`config.mk`:
```
export PLATFORM = sky130hd
export DESIGN_NAME = m2_block_writer
export DESIGN_NICKNAME = d
export VERILOG_FILES = /design/src/rtl/m2_block_writer.sv
export SDC_FILE = /design/constraint.sdc
export NUM_CORES = 1
export LEC_CHECK = 0
export BUFFER_PORTS_ARGS = -buffer_cell sky130_fd_sc_hd__buf_4
export CAP_MARGIN = 0
export CORE_ASPECT_RATIO = 1.4
export CORE_MARGIN = 2
export CORE_UTILIZATION = 35
export DETAILED_ROUTE_END_ITERATION = 10
export PLACE_DENSITY = 0.61
export SLEW_MARGIN = 10
export SYNTH_ARGS = -nofsm -noshare
export SYNTH_HDL_FRONTEND = slang
export SYNTH_SLANG_ARGS = --single-unit
```
`constraint.sdc`:
```
create_clock -name CLOCK_50_I -period 3.75 [get_ports CLOCK_50_I]
set_input_delay 0.9375 -clock CLOCK_50_I [delete_from_list [all_inputs] [get_ports CLOCK_50_I]]
set_output_delay 0.9375 -clock CLOCK_50_I [all_outputs]
set_load 0.01 [all_outputs]
```
`src/rtl/m2_block_writer.sv`:
```
// m2_block_writer: drains one 8x8 block of signed 32-bit IDCT results from the
// dual-port result RAM, clips each value to 8 bits, packs pixel pairs and writes
// the 32 words of the block into the Y, U or V plane of external SRAM.
module m2_block_writer #(
  parameter logic [17:0] Y_BASE = 18'd0,
  parameter logic [17:0] U_BASE = 18'd38400,
  parameter logic [17:0] V_BASE = 18'd57600
) (
  input  logic        CLOCK_50_I,
  input  logic        resetn,
  input  logic        wr_start,
  input  logic [4:0]  block_row,
  input  logic [5:0]  block_col,
  input  logic [1:0]  plane,
  output logic [6:0]  dp_address_a,
  output logic [6:0]  dp_address_b,
  input  logic [31:0] dp_read_data_a,
  input  logic [31:0] dp_read_data_b,
  output logic [17:0] SRAM_address,
  output logic [15:0] SRAM_write_data,
  output logic        SRAM_we_n,
  output logic        wr_busy,
  output logic        wr_done
);

  typedef enum logic [1:0] {StIdle, StLead, StWrite, StDone} state_e;

  state_e      state_q, state_d;
  // Word index whose RAM data is on the read ports during StWrite.
  logic [4:0]  cnt_q, cnt_d;
  logic [4:0]  row_q, row_d;
  logic [5:0]  col_q, col_d;
  logic [1:0]  plane_q, plane_d;
  logic [6:0]  dp_a_d, dp_b_d;
  logic [17:0] addr_d;
  logic [15:0] wdata_d;
  logic        we_n_d, busy_d, done_d;

  logic [17:0] line, line_words, base, word_addr;

  // Signed value to 0..255.
  function automatic logic [7:0] clip8(input logic [31:0] v);
    if (v[31]) begin
      return 8'h00;
    end else if (|v[30:8]) begin
      return 8'hFF;
    end else begin
      return v[7:0];
    end
  endfunction

  // SRAM word address of word cnt_q; plane widths built from shifts.
  always_comb begin
    line = 18'({row_q, 3'b000}) + 18'(cnt_q[4:2]);
    if (plane_q == 2'd0) begin
      line_words = (line << 7) + (line << 5);
      base       = Y_BASE;
    end else begin
      line_words = (line << 6) + (line << 4);
      base       = (plane_q == 2'd1) ? U_BASE : V_BASE;
    end
    word_addr = base + line_words + 18'({col_q, 2'b00}) + 18'(cnt_q[1:0]);
  end

  // Next-state and registered-output logic.
  always_comb begin
    state_d = state_q;
    cnt_d   = cnt_q;
    row_d   = row_q;
    col_d   = col_q;
    plane_d = plane_q;
    dp_a_d  = dp_address_a;
    dp_b_d  = dp_address_b;
    addr_d  = SRAM_address;
    wdata_d = SRAM_write_data;
    we_n_d  = 1'b1;
    busy_d  = wr_busy;
    done_d  = 1'b0;
    unique case (state_q)
      StIdle: begin
        busy_d = 1'b0;
        if (wr_start) begin
          row_d   = block_row;
          col_d   = block_col;
          plane_d = plane;
          busy_d  = 1'b1;
          dp_a_d  = 7'd0;
          dp_b_d  = 7'd1;
          state_d = StLead;
        end
      end
      StLead: begin
        dp_a_d  = 7'd2;
        dp_b_d  = 7'd3;
        cnt_d   = 5'd0;
        state_d = StWrite;
      end
      StWrite: begin
        we_n_d  = 1'b0;
        addr_d  = word_addr;
        wdata_d = {clip8(dp_read_data_a), clip8(dp_read_data_b)};
        // Reads run two words ahead of the write being registered.
        if (cnt_q < 5'd30) begin
          dp_a_d = {1'b0, cnt_q + 5'd2, 1'b0};
          dp_b_d = {1'b0, cnt_q + 5'd2, 1'b1};
        end else begin
          dp_a_d = 7'd0;
          dp_b_d = 7'd0;
        end
        if (cnt_q == 5'd31) begin
          state_d = StDone;
        end else begin
          cnt_d = cnt_q + 5'd1;
        end
      end
      StDone: begin
        addr_d  = 18'd0;
        wdata_d = 16'd0;
        busy_d  = 1'b0;
        done_d  = 1'b1;
        state_d = StIdle;
      end
      default: state_d = StIdle;
    endcase
  end

  // State and output registers; reset forces SRAM_we_n high asynchronously.
  always_ff @(posedge CLOCK_50_I or negedge resetn) begin
    if (!resetn) begin
      state_q         <= StIdle;
      cnt_q           <= 5'd0;
      row_q           <= 5'd0;
      col_q           <= 6'd0;
      plane_q         <= 2'd0;
      dp_address_a    <= 7'd0;
      dp_address_b    <= 7'd0;
      SRAM_address    <= 18'd0;
      SRAM_write_data <= 16'd0;
      SRAM_we_n       <= 1'b1;
      wr_busy         <= 1'b0;
      wr_done         <= 1'b0;
    end else begin
      state_q         <= state_d;
      cnt_q           <= cnt_d;
      row_q           <= row_d;
      col_q           <= col_d;
      plane_q         <= plane_d;
      dp_address_a    <= dp_a_d;
      dp_address_b    <= dp_b_d;
      SRAM_address    <= addr_d;
      SRAM_write_data <= wdata_d;
      SRAM_we_n       <= we_n_d;
      wr_busy         <= busy_d;
      wr_done         <= done_d;
    end
  end

endmodule
```
==> results of run 1 <==
-- final cells by class --
class	instances	area share (%)
clock buffers	10	4.59
clock inverters	6	1.25
inverters	12	0.902
multi-input cells	291	39.2
flip-flops and latches	62	31.1
well taps	138	3.46
repair buffers	130	19.5
-- metrics by stage --
| step | setup WS, ns | cell area (um2) | utilization, % | instances | hold slack, ns |
|---|---|---|---|---|---|
| after floorplan | 0.591 | 3710 | - | 391 | 0.479 |
| after global placement | 0.398 | 4700 | 45.4 | 633 | 0.472 |
| after detailed placement | 0.307 | 4700 | 45.4 | 633 | 0.473 |
| after CTS | 0.273 | 4990 | 48.2 | 649 | 0.485 |
| after global routing | 0.0865 | 4990 | 48.2 | 649 | 0.517 |
| final | 0.294 | 4990 | 48.2 | 649 | 0.477 |
-- metal layers --
metal / vias to the layer above / global-route usage [%] / routed length [um]
li1: 1596 / - / -
met1: 1513 / 18.4 / 3770
met2: 71 / 28.9 / 4590
met3: 15 / 3.43 / 358
met4: 0 / 7.49 / 211
met5: - / 0 / 0
-- cell usage in the layout, fill, tap and decap left out, types with 11 or more instances in the layout --
master	instances
a21oi_1	28
dfrtp_1	61
mux2_2	13
nor3_1	19
buf_4	130
ha_1	26
nand2_1	27
xnor2_1	11
nor2_1	59
inv_1	12
o21ai_0	14
-- state kept, by name, summed over array words and instances, names as in the netlist --
signal,cells
SRAM_address,17
SRAM_we_n,1
SRAM_write_data,16
cnt_q,5
col_q,6
dp_address_a,4
dp_address_b,2
plane_q,2
row_q,5
state_q,2
wr_busy,1
wr_done,1
-- cell families (layout without fill, tap and decap cells) --
family	Yosys count	after routing	synth area share, %
XOR/XNOR	19	19	4.50
AO/OA/AOI/OAI	79	79	14.4
adder cells (fa/ha/maj)	28	28	9.88
flip-flops	62	62	42.0
AND/OR/NAND/NOR	138	138	17.0
buffers and inverters	38	158	5.38
multiplexers	23	23	6.67
other	1	4	0.101
-- critical path, stage by stage, from the launching register on --
cell	delay, ns
dfrtp_1	0.47
ha_1	0.23
inv_1	0.06
fa_1	0.39
nand2b_1	0.16
a21oi_1	0.21
a21o_2	0.16
a21o_1	0.16
xor2_1	0.20
nor2_1	0.06
a21oi_1	0.13
ha_1	0.29
a21o_2	0.22
a21o_1	0.18
a31oi_1	0.17
xnor2_1	0.08
a22o_1	0.19
-- worst max-delay path by stage --
stage,startpoint,endpoint,cells after the start
4_1_cts,cnt_q[4],SRAM_address[15],16
3_3_place_gp,cnt_q[4],SRAM_address[15],16
6_report,cnt_q[4],SRAM_address[15],16
2_1_floorplan,cnt_q[4],SRAM_address[15],16
5_1_grt,cnt_q[4],SRAM_address[15],16
3_5_place_dp,cnt_q[4],SRAM_address[15],16
-- power by group --
group          switching [mW]  leakage (nW)  internal (mW)  total, mW
combinational            1.39          1.55           1.24       2.63
sequential              0.204         0.792          0.944       1.15
clock                   0.299         0.146          0.513      0.812
==> out/metrics.cfg, run 1 <==
[floorplan]
die_w_um=90.9
ios=131
start_util_pct=35.7
fp.coreArea_mm2=0.0103
rows=44
die_h_um=126
die_area_mm2=0.0114

[synthesis]
async_flop_share_pct=100
synthDistinctLibCells=48
ys_seq_elements=62
syn_inst=388
seq_area_frac_synth_pct=42.0
synth_edf_count=0
yosys_warnings=0
ys_top_cells_by_count=61 x dfrtp_1, 59 x nor2_1, 28 x a21oi_1, 27 x nand2_1, 26 x ha_1
synth_top_area_share_pct=41.3
synth_most_common_cell=dfrtp_1
netlist.top_cell.by_area=dfrtp_1
avgSynthCellArea_um2=9.53
netlist_area_mm2=0.00370
synth-main-ff-cell=dfrtp_1
synth_area_leaders=dfrtp_1 41%, ha_1 8.8%, nor2_1 6.0%

[worst_hold_path]
min_from=SRAM_address[16]
min_to=SRAM_address[16]
whs_path_depth=2
hold_class=reg2reg

[sta]
min_period_ns=3.46
worstMarginPinSlew_ns=0.781
setup_viol=0
finalHoldViolations=0
tns_ns=0
fmax_mhz=289
post-route-period-util_pct=92.2
drv_slew=0
rsz0062_at_grt=no
fin_skew_ns=0.00390
relSlewSlack_pct=47.9

[clocking]
postCtsResizedCells=0
cts_tree=yes
cts.reportedPaths.clkPinSlew_ns=0.05
cts_made_buffers=9
h-tree-depth=3
worstSkewPairLatency_ns=0.33
cts_buffer_depth=2
post_cts.repair.setup_buffers=0
cts_sinks=62
ctsHoldBuffers=0
root_buffer=clkbuf_16

[drt]
post-route-drc-count=0
drt_iter0_drc=79
drt_pass1_iterations=4
vias=3195
ant_nets=0
finalWirelength_um=8930
drt-vias-per-instance=4.92
wl_per_cell_um=13.8

[pwr]
p_total_mw=4.59
powerDensity_mw_per_mm2=920
ir_drop_uv=377
p_leak_nw=2.49

[critical_path]
endpoint_kind=register
reg2reg_slack_ns=0.29
reg2reg_from=cnt_q[4]
cp_data_arrival_time_ns=3.67
crit_fanout=7
path_class=reg2reg
r2r_cells=16
cp.required_ns=3.96
r2r_end=SRAM_address[15]
worstSetupStartpointType=register

[cells_and_area]
multiInputGateArea_mm2=0.00196
n_fill_cell=1026
area_growth_pct=35.1
diodes=0
seqCellArea_mm2=0.00155
nets=614
final_layout_size_suffix_gt1_share_pct=33.9

[placed_design]
io_buffers=126
gp_congestion=0.874
dp_hpwl_um=6810

[global_route]
antenna_found_initial=0
grt_pass1_vias=3190
gr-total-overflow=0
grt_start_max_net_pins=63
grt_pass1_wl_um=14900
track_usage_pct=16.2

[outcome]
status=finished clean

[run]
maxCapViolCount=0

(Power assumes the default switching activity.)
==> run 2, diff against run 1 <==
CORE_UTILIZATION = 50   (was 35)
PLACE_DENSITY = 0.81   (was 0.61)
==> run 2 against run 1 <==
Effect of this change:
- count of clock-buffer cells in the layout stayed put
- combinational power hardly changed
- wire length is 4.7% lower
- worst hold slack better by 0.010 ns
- clock power is 21% lower
- power is 3.7% lower
- register-to-register slack worse by 0.06 ns
- largest power group unchanged
==> out/metrics.cfg, run 2 (synthesis results as in run 1) <==
[outcome]
status=finished clean  ; unchanged

[drt]
drt_iter0_drc=187  ; was 79
wl_per_cell_um=14.0  ; was 13.8 um
vias=3214  ; was 3195
ant_nets=0  ; unchanged
drt-vias-per-instance=5.30  ; was 4.92
post-route-drc-count=0  ; unchanged
drt_pass1_iterations=4  ; unchanged
finalWirelength_um=8510  ; was 8930 um

[sta]
finalHoldViolations=0  ; unchanged
rsz0062_at_grt=no  ; unchanged
drv_slew=0  ; unchanged
tns_ns=0  ; unchanged
fin_skew_ns=0.0101  ; was 0.00390 ns
relSlewSlack_pct=20.0  ; was 47.9%
min_period_ns=3.51  ; was 3.46 ns
finalWorstSetupSlack_ns=0.236  ; was 0.294 ns
worstMarginPinSlew_ns=1.20  ; was 0.781 ns
fmax_mhz=285  ; was 289 MHz
setup_viol=0  ; unchanged
post-route-period-util_pct=93.7  ; was 92.2%

[global_route]
gr-total-overflow=0  ; unchanged
grt_start_max_net_pins=63  ; unchanged
track_usage_pct=21.9  ; was 16.2%
antenna_found_initial=0  ; unchanged
grt_pass1_wl_um=14200  ; was 14900 um
grt_pass1_vias=3231  ; was 3190

[floorplan]
start_util_pct=50.9  ; was 35.7%
die_w_um=76.7  ; was 90.9 um
die_area_mm2=0.00811  ; was 0.0114 mm2
ios=131  ; unchanged
fp.coreArea_mm2=0.00727  ; was 0.0103 mm2
rows=37  ; was 44
die_h_um=106  ; was 126 um

[critical_path]
r2r_end=SRAM_address[15]  ; unchanged
r2r_cells=16  ; unchanged
reg2reg_slack_ns=0.24  ; was 0.29 ns
crit_path_end=SRAM_address[15]  ; unchanged
crit_chain=ha_1 > inv_1 > fa_1 > nand2b_1 > a21oi_1 > a21o_2 > a21o_1 > xor2_1 > nor2_1 > a21oi_1 > ha_1 > a21o_2 > a21o_1 > a31oi_1 > xnor2_1 > a22o_1  ; unchanged
worstSetupStartpointType=register  ; unchanged
crit_slowest_cell=dfrtp_1  ; unchanged
endpoint_kind=register  ; unchanged
cp.required_ns=3.99  ; was 3.96 ns
startpoint=cnt_q[4]  ; unchanged
cp_data_arrival_time_ns=3.75  ; was 3.67 ns
cpPeakStageDelay_ns=0.49  ; was 0.47 ns
crit_fanout=7  ; unchanged
path_class=reg2reg  ; unchanged
reg2reg_from=cnt_q[4]  ; unchanged

[cells_and_area]
diodes=0  ; unchanged
layout_common_cells=128 x buf_4, 61 x dfrtp_1, 59 x nor2_1, 28 x a21oi_1, 27 x nand2_1  ; was 130 x buf_4, 61 x dfrtp_1, 59 x nor2_1, 28 x a21oi_1, 27 x nand2_1
regMostFlops=SRAM_address  ; unchanged
n_fill_cell=594  ; was 1026
area_growth_pct=31.2  ; was 35.1%
largest_register_ffs=17  ; unchanged
layout_commonest_cell=buf_4  ; unchanged
nets=612  ; was 614
reg.largest.list=SRAM_address x17, SRAM_write_data x16, col_q x6  ; unchanged
multiInputGateArea_mm2=0.00196  ; unchanged
final_layout_size_suffix_gt1_share_pct=33.6  ; was 33.9%
seqCellArea_mm2=0.00155  ; unchanged

[clocking]
cts_buffer_depth=2  ; unchanged
cts_sinks=62  ; unchanged
cts.reportedPaths.clkPinSlew_ns=0.07  ; was 0.05 ns
worstSkewPairLatency_ns=0.35  ; was 0.33 ns
cts_made_buffers=9  ; unchanged
post_cts.repair.setup_buffers=0  ; unchanged
cts_tree=yes  ; unchanged
ctsHoldBuffers=0  ; unchanged
h-tree-depth=3  ; unchanged
root_buffer=clkbuf_8  ; was clkbuf_16
postCtsResizedCells=0  ; unchanged

[pwr]
pwr-share-seq_pct=26.0  ; was 25.0%
swShare_pct=42.3  ; was 41.2%
p_leak_nw=2.44  ; was 2.49 nW
ir_drop_uv=559  ; was 377 uV
powerDensity_mw_per_mm2=912  ; was 920 mW/mm2
p_int_mw=2.55  ; was 2.70 mW
comb_power_share_pct=59.5  ; was 57.3%
p_total_mw=4.42  ; was 4.59 mW
clkPwrFrac_pct=14.5  ; was 17.7%
power.net_switching_mw=1.87  ; was 1.89 mW

[placed_design]
dp_hpwl_um=6480  ; was 6810 um
pre_cts_ws_ns=0.262  ; was 0.307 ns
gp_congestion=0.888  ; was 0.874
io_buffers=126  ; unchanged

[worst_hold_path]
hold_class=reg2reg  ; unchanged
min_from=SRAM_address[16]  ; unchanged

[run]
maxCapViolCount=0  ; unchanged

-- run 2: worst max-delay path, delay by kind of cell (launching register included) --
family	cells	cell delay, ns
AO/OA/AOI/OAI	8	1.45
flip-flops	1	0.49
adder cells (fa/ha/maj)	3	0.91
buffers and inverters	1	0.05
XOR/XNOR	2	0.28
AND/OR/NAND/NOR	2	0.22
-- run 2: how the worst min path moves through the flow --
stage / endpoint / slack (ns) / cells past startpoint
finish: SRAM_address[16] / 0.49 / 2
global placement: dp_address_b[0] / 0.47 / 2
detailed placement: dp_address_b[0] / 0.48 / 2
floorplan: col_q[0] / 0.48 / 1
CTS: SRAM_address[16] / 0.49 / 2
global route: SRAM_address[16] / 0.50 / 2
-- run 2: metrics by stage --
step	utilization [%]	instance area [um2]	instances	hold WS, ns
final	66.7	4850	606	0.487
after detailed placement	63.8	4640	590	0.477
after CTS	66.7	4850	606	0.494
after global routing	66.7	4850	606	0.504
after global placement	63.8	4640	590	0.471
after floorplan	-	3710	391	0.479
-- run 2: power by group through the flow --
stage	sequential (mW)	combinational (mW)	clock (mW)
final	1.15	2.63	0.642
after floorplan	1.18	1.89	0
after detailed placement	1.17	2.62	0
after global placement	1.15	2.55	0
after global routing	1.19	2.92	0.683
after CTS	1.15	2.65	0.653
-- run 2: area by class of cell --
type / instances / share of cell area (%)
Multi-Input combinational cell: 291 / 40.3
Clock buffer: 10 / 2.63
Sequential cell: 62 / 32.0
Clock inverter: 6 / 1.78
Tap cell: 97 / 2.50
Timing Repair Buffer: 128 / 19.8
Inverter: 12 / 0.929
-- run 2: per-layer routing --
metal / track usage [%] / share of wire [%]
met5: 0 / 0
met2: 39.1 / 53
met1: 23.7 / 39
met3: 5.48 / 4.9
met4: 11.3 / 2.8
==> run 3, diff against run 2 <==
ABC_AREA = 1   (was not set)
CELL_PAD_IN_SITES_DETAIL_PLACEMENT = 1   (was not set)
CELL_PAD_IN_SITES_GLOBAL_PLACEMENT = 2   (was not set)
CORE_UTILIZATION = 29   (was 50)
CTS_BUF_LIST = sky130_fd_sc_hd__clkbuf_4 sky130_fd_sc_hd__clkbuf_8   (was not set)
PLACE_DENSITY = 0.83   (was 0.81)
==> run 3 against run 2 <==
Effect of this change:
- register-to-register slack better by 0.55 ns
- combinational power about the same
- cell area up 0.98%
- global-route usage down 6.1 points
- wire length up 22%
- critical path type unchanged
- highest routed layer unchanged
==> out/metrics.cfg, run 3 <==
[clocking]
cts.reportedPaths.clkPinSlew_ns=0.07  ; about the same
cts_buffer_depth=2  ; unchanged
ctsHoldBuffers=0  ; unchanged
cts_tree=yes  ; unchanged
h-tree-depth=3  ; unchanged
root_buffer=clkbuf_8  ; unchanged
postCtsResizedCells=0  ; unchanged
worstSkewPairLatency_ns=0.34  ; was 0.35 ns
cts_made_buffers=9  ; unchanged
post_cts.repair.setup_buffers=0  ; unchanged
cts_sinks=62  ; unchanged

[synthesis]
yosys_warnings=0  ; unchanged
synth.area.mux_share_pct=2.12  ; was 6.67%
ys_top_cells_by_count=89 x nand2_1, 61 x dfrtp_1, 39 x nor2_1, 38 x inv_1, 26 x ha_1  ; was 61 x dfrtp_1, 59 x nor2_1, 28 x a21oi_1, 27 x nand2_1, 26 x ha_1
synth-main-ff-cell=dfrtp_1  ; unchanged
ys_seq_elements=62  ; unchanged
synth_area_leaders=dfrtp_1 42%, nand2_1 9.1%, ha_1 8.9%  ; was dfrtp_1 41%, ha_1 8.8%, nor2_1 6.0%
synth_top_family_by_area=simple AND/OR/NAND/NOR gates  ; unchanged
synth-xor-area-share_pct=1.68  ; was 4.50%
synth_top_area_share_pct=41.7  ; was 41.3%
synthDistinctLibCells=45  ; was 48
synth_compound_area_share_pct=10.8  ; was 14.4%
synth-simple-area-share_pct=24.7  ; was 17.0%
seq_area_frac_synth_pct=42.5  ; was 42.0%
synth_edf_count=0  ; unchanged
synthAdderAreaFrac_pct=9.99  ; was 9.88%
netlist_area_mm2=0.00366  ; was 0.00370 mm2
async_flop_share_pct=100  ; unchanged
synth_most_common_cell=nand2_1  ; was dfrtp_1
netlist.top_cell.by_area=dfrtp_1  ; unchanged
avgSynthCellArea_um2=8.39  ; was 9.53 um2
syn_inst=436  ; was 388

[global_route]
grt_pass1_wl_um=17300  ; was 14200 um
grt_use_met2_pct=30.3  ; was 39.1%
gr-total-overflow=0  ; unchanged
track_usage_pct=15.8  ; was 21.9%
antenna_found_initial=0  ; unchanged
grt_start_max_net_pins=63  ; unchanged
use_met3_pct=2.66  ; was 5.48%
grt.busiest_layer=met2  ; unchanged
grt_pass1_vias=3668  ; was 3231
met1_usage_pct=17.4  ; was 23.7%

[cells_and_area]
fin_cells=711  ; was 606
seqCellArea_mm2=0.00155  ; unchanged
n_fill_cell=1476  ; was 594
nets=665  ; was 612
layout_commonest_cell=buf_4  ; unchanged
regMostFlops=SRAM_address  ; unchanged
largest_register_ffs=17  ; unchanged
final_cell_area_mm2=0.00490  ; was 0.00485 mm2
multiInputGateArea_mm2=0.00182  ; was 0.00196 mm2
layout_common_cells=127 x buf_4, 89 x nand2_1, 61 x dfrtp_1, 38 x inv_1, 38 x nor2_1  ; was 128 x buf_4, 61 x dfrtp_1, 59 x nor2_1, 28 x a21oi_1, 27 x nand2_1
final_layout_size_suffix_gt1_share_pct=31.2  ; was 33.6%
diodes=0  ; unchanged
area_growth_pct=33.9  ; was 31.2%
reg.largest.list=SRAM_address x17, SRAM_write_data x16, col_q x6  ; unchanged

[sta]
finalHoldViolations=0  ; unchanged
timing.hold.ws_ns=0.487  ; about the same
min_period_ns=2.97  ; was 3.51 ns
relSlewSlack_pct=45.6  ; was 20.0%
post-route-period-util_pct=79.1  ; was 93.7%
tns_ns=0  ; unchanged
setup_viol=0  ; unchanged
worstMarginPinSlew_ns=0.815  ; was 1.20 ns
fin_skew_ns=0.00970  ; was 0.0101 ns
fmax_mhz=337  ; was 285 MHz
rsz0062_at_grt=no  ; unchanged
drv_slew=0  ; unchanged

[drt]
finalWirelength_um=10400  ; was 8510 um
drt-vias-per-instance=4.78  ; was 5.30
drt_iter0_drc=88  ; was 187
drt_pass1_iterations=4  ; unchanged
vias=3397  ; was 3214
wl_per_cell_um=14.6  ; was 14.0 um
ant_nets=0  ; unchanged
post-route-drc-count=0  ; unchanged

[floorplan]
fp.coreArea_mm2=0.0123  ; was 0.00727 mm2
rows=48  ; was 37
start_util_pct=29.7  ; was 50.9%
die_h_um=137  ; was 106 um
ios=131  ; unchanged
die_area_mm2=0.0135  ; was 0.00811 mm2
die_w_um=98.9  ; was 76.7 um

[critical_path]
endpoint_kind=register  ; unchanged
cp.required_ns=3.98  ; was 3.99 ns
cp_data_arrival_time_ns=3.20  ; was 3.75 ns
reg2reg_slack_ns=0.78  ; was 0.24 ns
crit_fanout=5  ; was 7
path_class=reg2reg  ; unchanged
worstSetupStartpointType=register  ; unchanged

[pwr]
ir_drop_uv=326  ; was 559 uV
p_total_mw=4.33  ; was 4.42 mW
p_leak_nw=2.55  ; was 2.44 nW
powerDensity_mw_per_mm2=885  ; was 912 mW/mm2

[outcome]
status=finished clean  ; unchanged

[placed_design]
dp_hpwl_um=8220  ; was 6480 um
gp_congestion=0.803  ; was 0.888
io_buffers=126  ; unchanged
dpl.cell_count=696  ; was 590
dpl-instance-area_mm2=0.00469  ; was 0.00464 mm2

[run]
maxCapViolCount=0  ; unchanged

[worst_hold_path]
hold_class=reg2reg  ; unchanged

[run 3: cell types whose count changed after synthesis, sizes merged, moves of 10 or more]
cell,before,now
xnor2,11,1
o21ai,14,45
nor2,59,44
nor3,19,3
inv,12,46
nand3,6,24
a21oi,29,18
nand2,27,96
[run 3: cells by family (layout without fill, tap and decap cells)]
kind of cell,count (synthesis),count (layout)
AND/OR/NAND/NOR,191,191
AO/OA/AOI/OAI,73,73
buffers and inverters,67,189
flip-flops,62,62
adder cells (fa/ha/maj),28,28
XOR/XNOR,7,7
multiplexers,7,7
other,1,4
[run 3: path summary, 6_finish.rpt]
check                                      end             start  cells past startpoint
max in group asynchronous  SRAM_write_data[10]            resetn                      1
hold / removal                SRAM_address[14]  SRAM_address[14]                      2
hold reg to reg               SRAM_address[14]  SRAM_address[14]                      2
min in group asynchronous           state_q[1]            resetn                      1
setup reg to reg              SRAM_address[15]          cnt_q[4]                     19
setup / recovery              SRAM_address[15]          cnt_q[4]                     19
[run 3: metal layers]
metal	up-vias	wire [um]
li1	1666	-
met1	1650	3990
met2	70	5840
met3	11	386
met4	0	176
met5	-	0
[run 3: worst max-delay path: stages (launching register included)]
cell      delay (ns)
dfrtp_1         0.45
ha_1            0.21
inv_1           0.05
fa_1            0.39
nand3b_1        0.19
nand2_1         0.09
nand2_2         0.07
nand2_2         0.06
nand2_2         0.05
nand2_2         0.07
nand2_4         0.06
nand3_1         0.07
o21ai_1         0.07
ha_1            0.36
a21oi_1         0.24
nor2_1          0.07
nor2_1          0.12
nand3_1         0.09
nand3_1         0.09
nand2_1         0.05
[run 3: stage by stage]
stage                     utilization (%)  setup WS (ns)
after floorplan                         -           1.08
after global placement               38.1          0.902
after detailed placement             38.1          0.767
after CTS                            39.8          0.750
after global routing                 39.8          0.424
final                                39.8          0.784
[run 3: power breakdown]
group          leakage [nW]  switching [mW]  internal (mW)  total (mW)
logic                  1.66            1.58           1.04        2.62
clock network         0.106           0.267          0.347       0.614
registers             0.788           0.177          0.924        1.10
total                  2.55            2.02           2.31        4.33
[run 3: cell type report]
type	instances	share of cell area, %
flip-flops and latches	62	31.7
inverters	47	3.65
repair buffers	127	19.5
clock buffers	12	3.24
multi-input cells	310	37.2
clock inverters	3	0.894
well taps	150	3.83
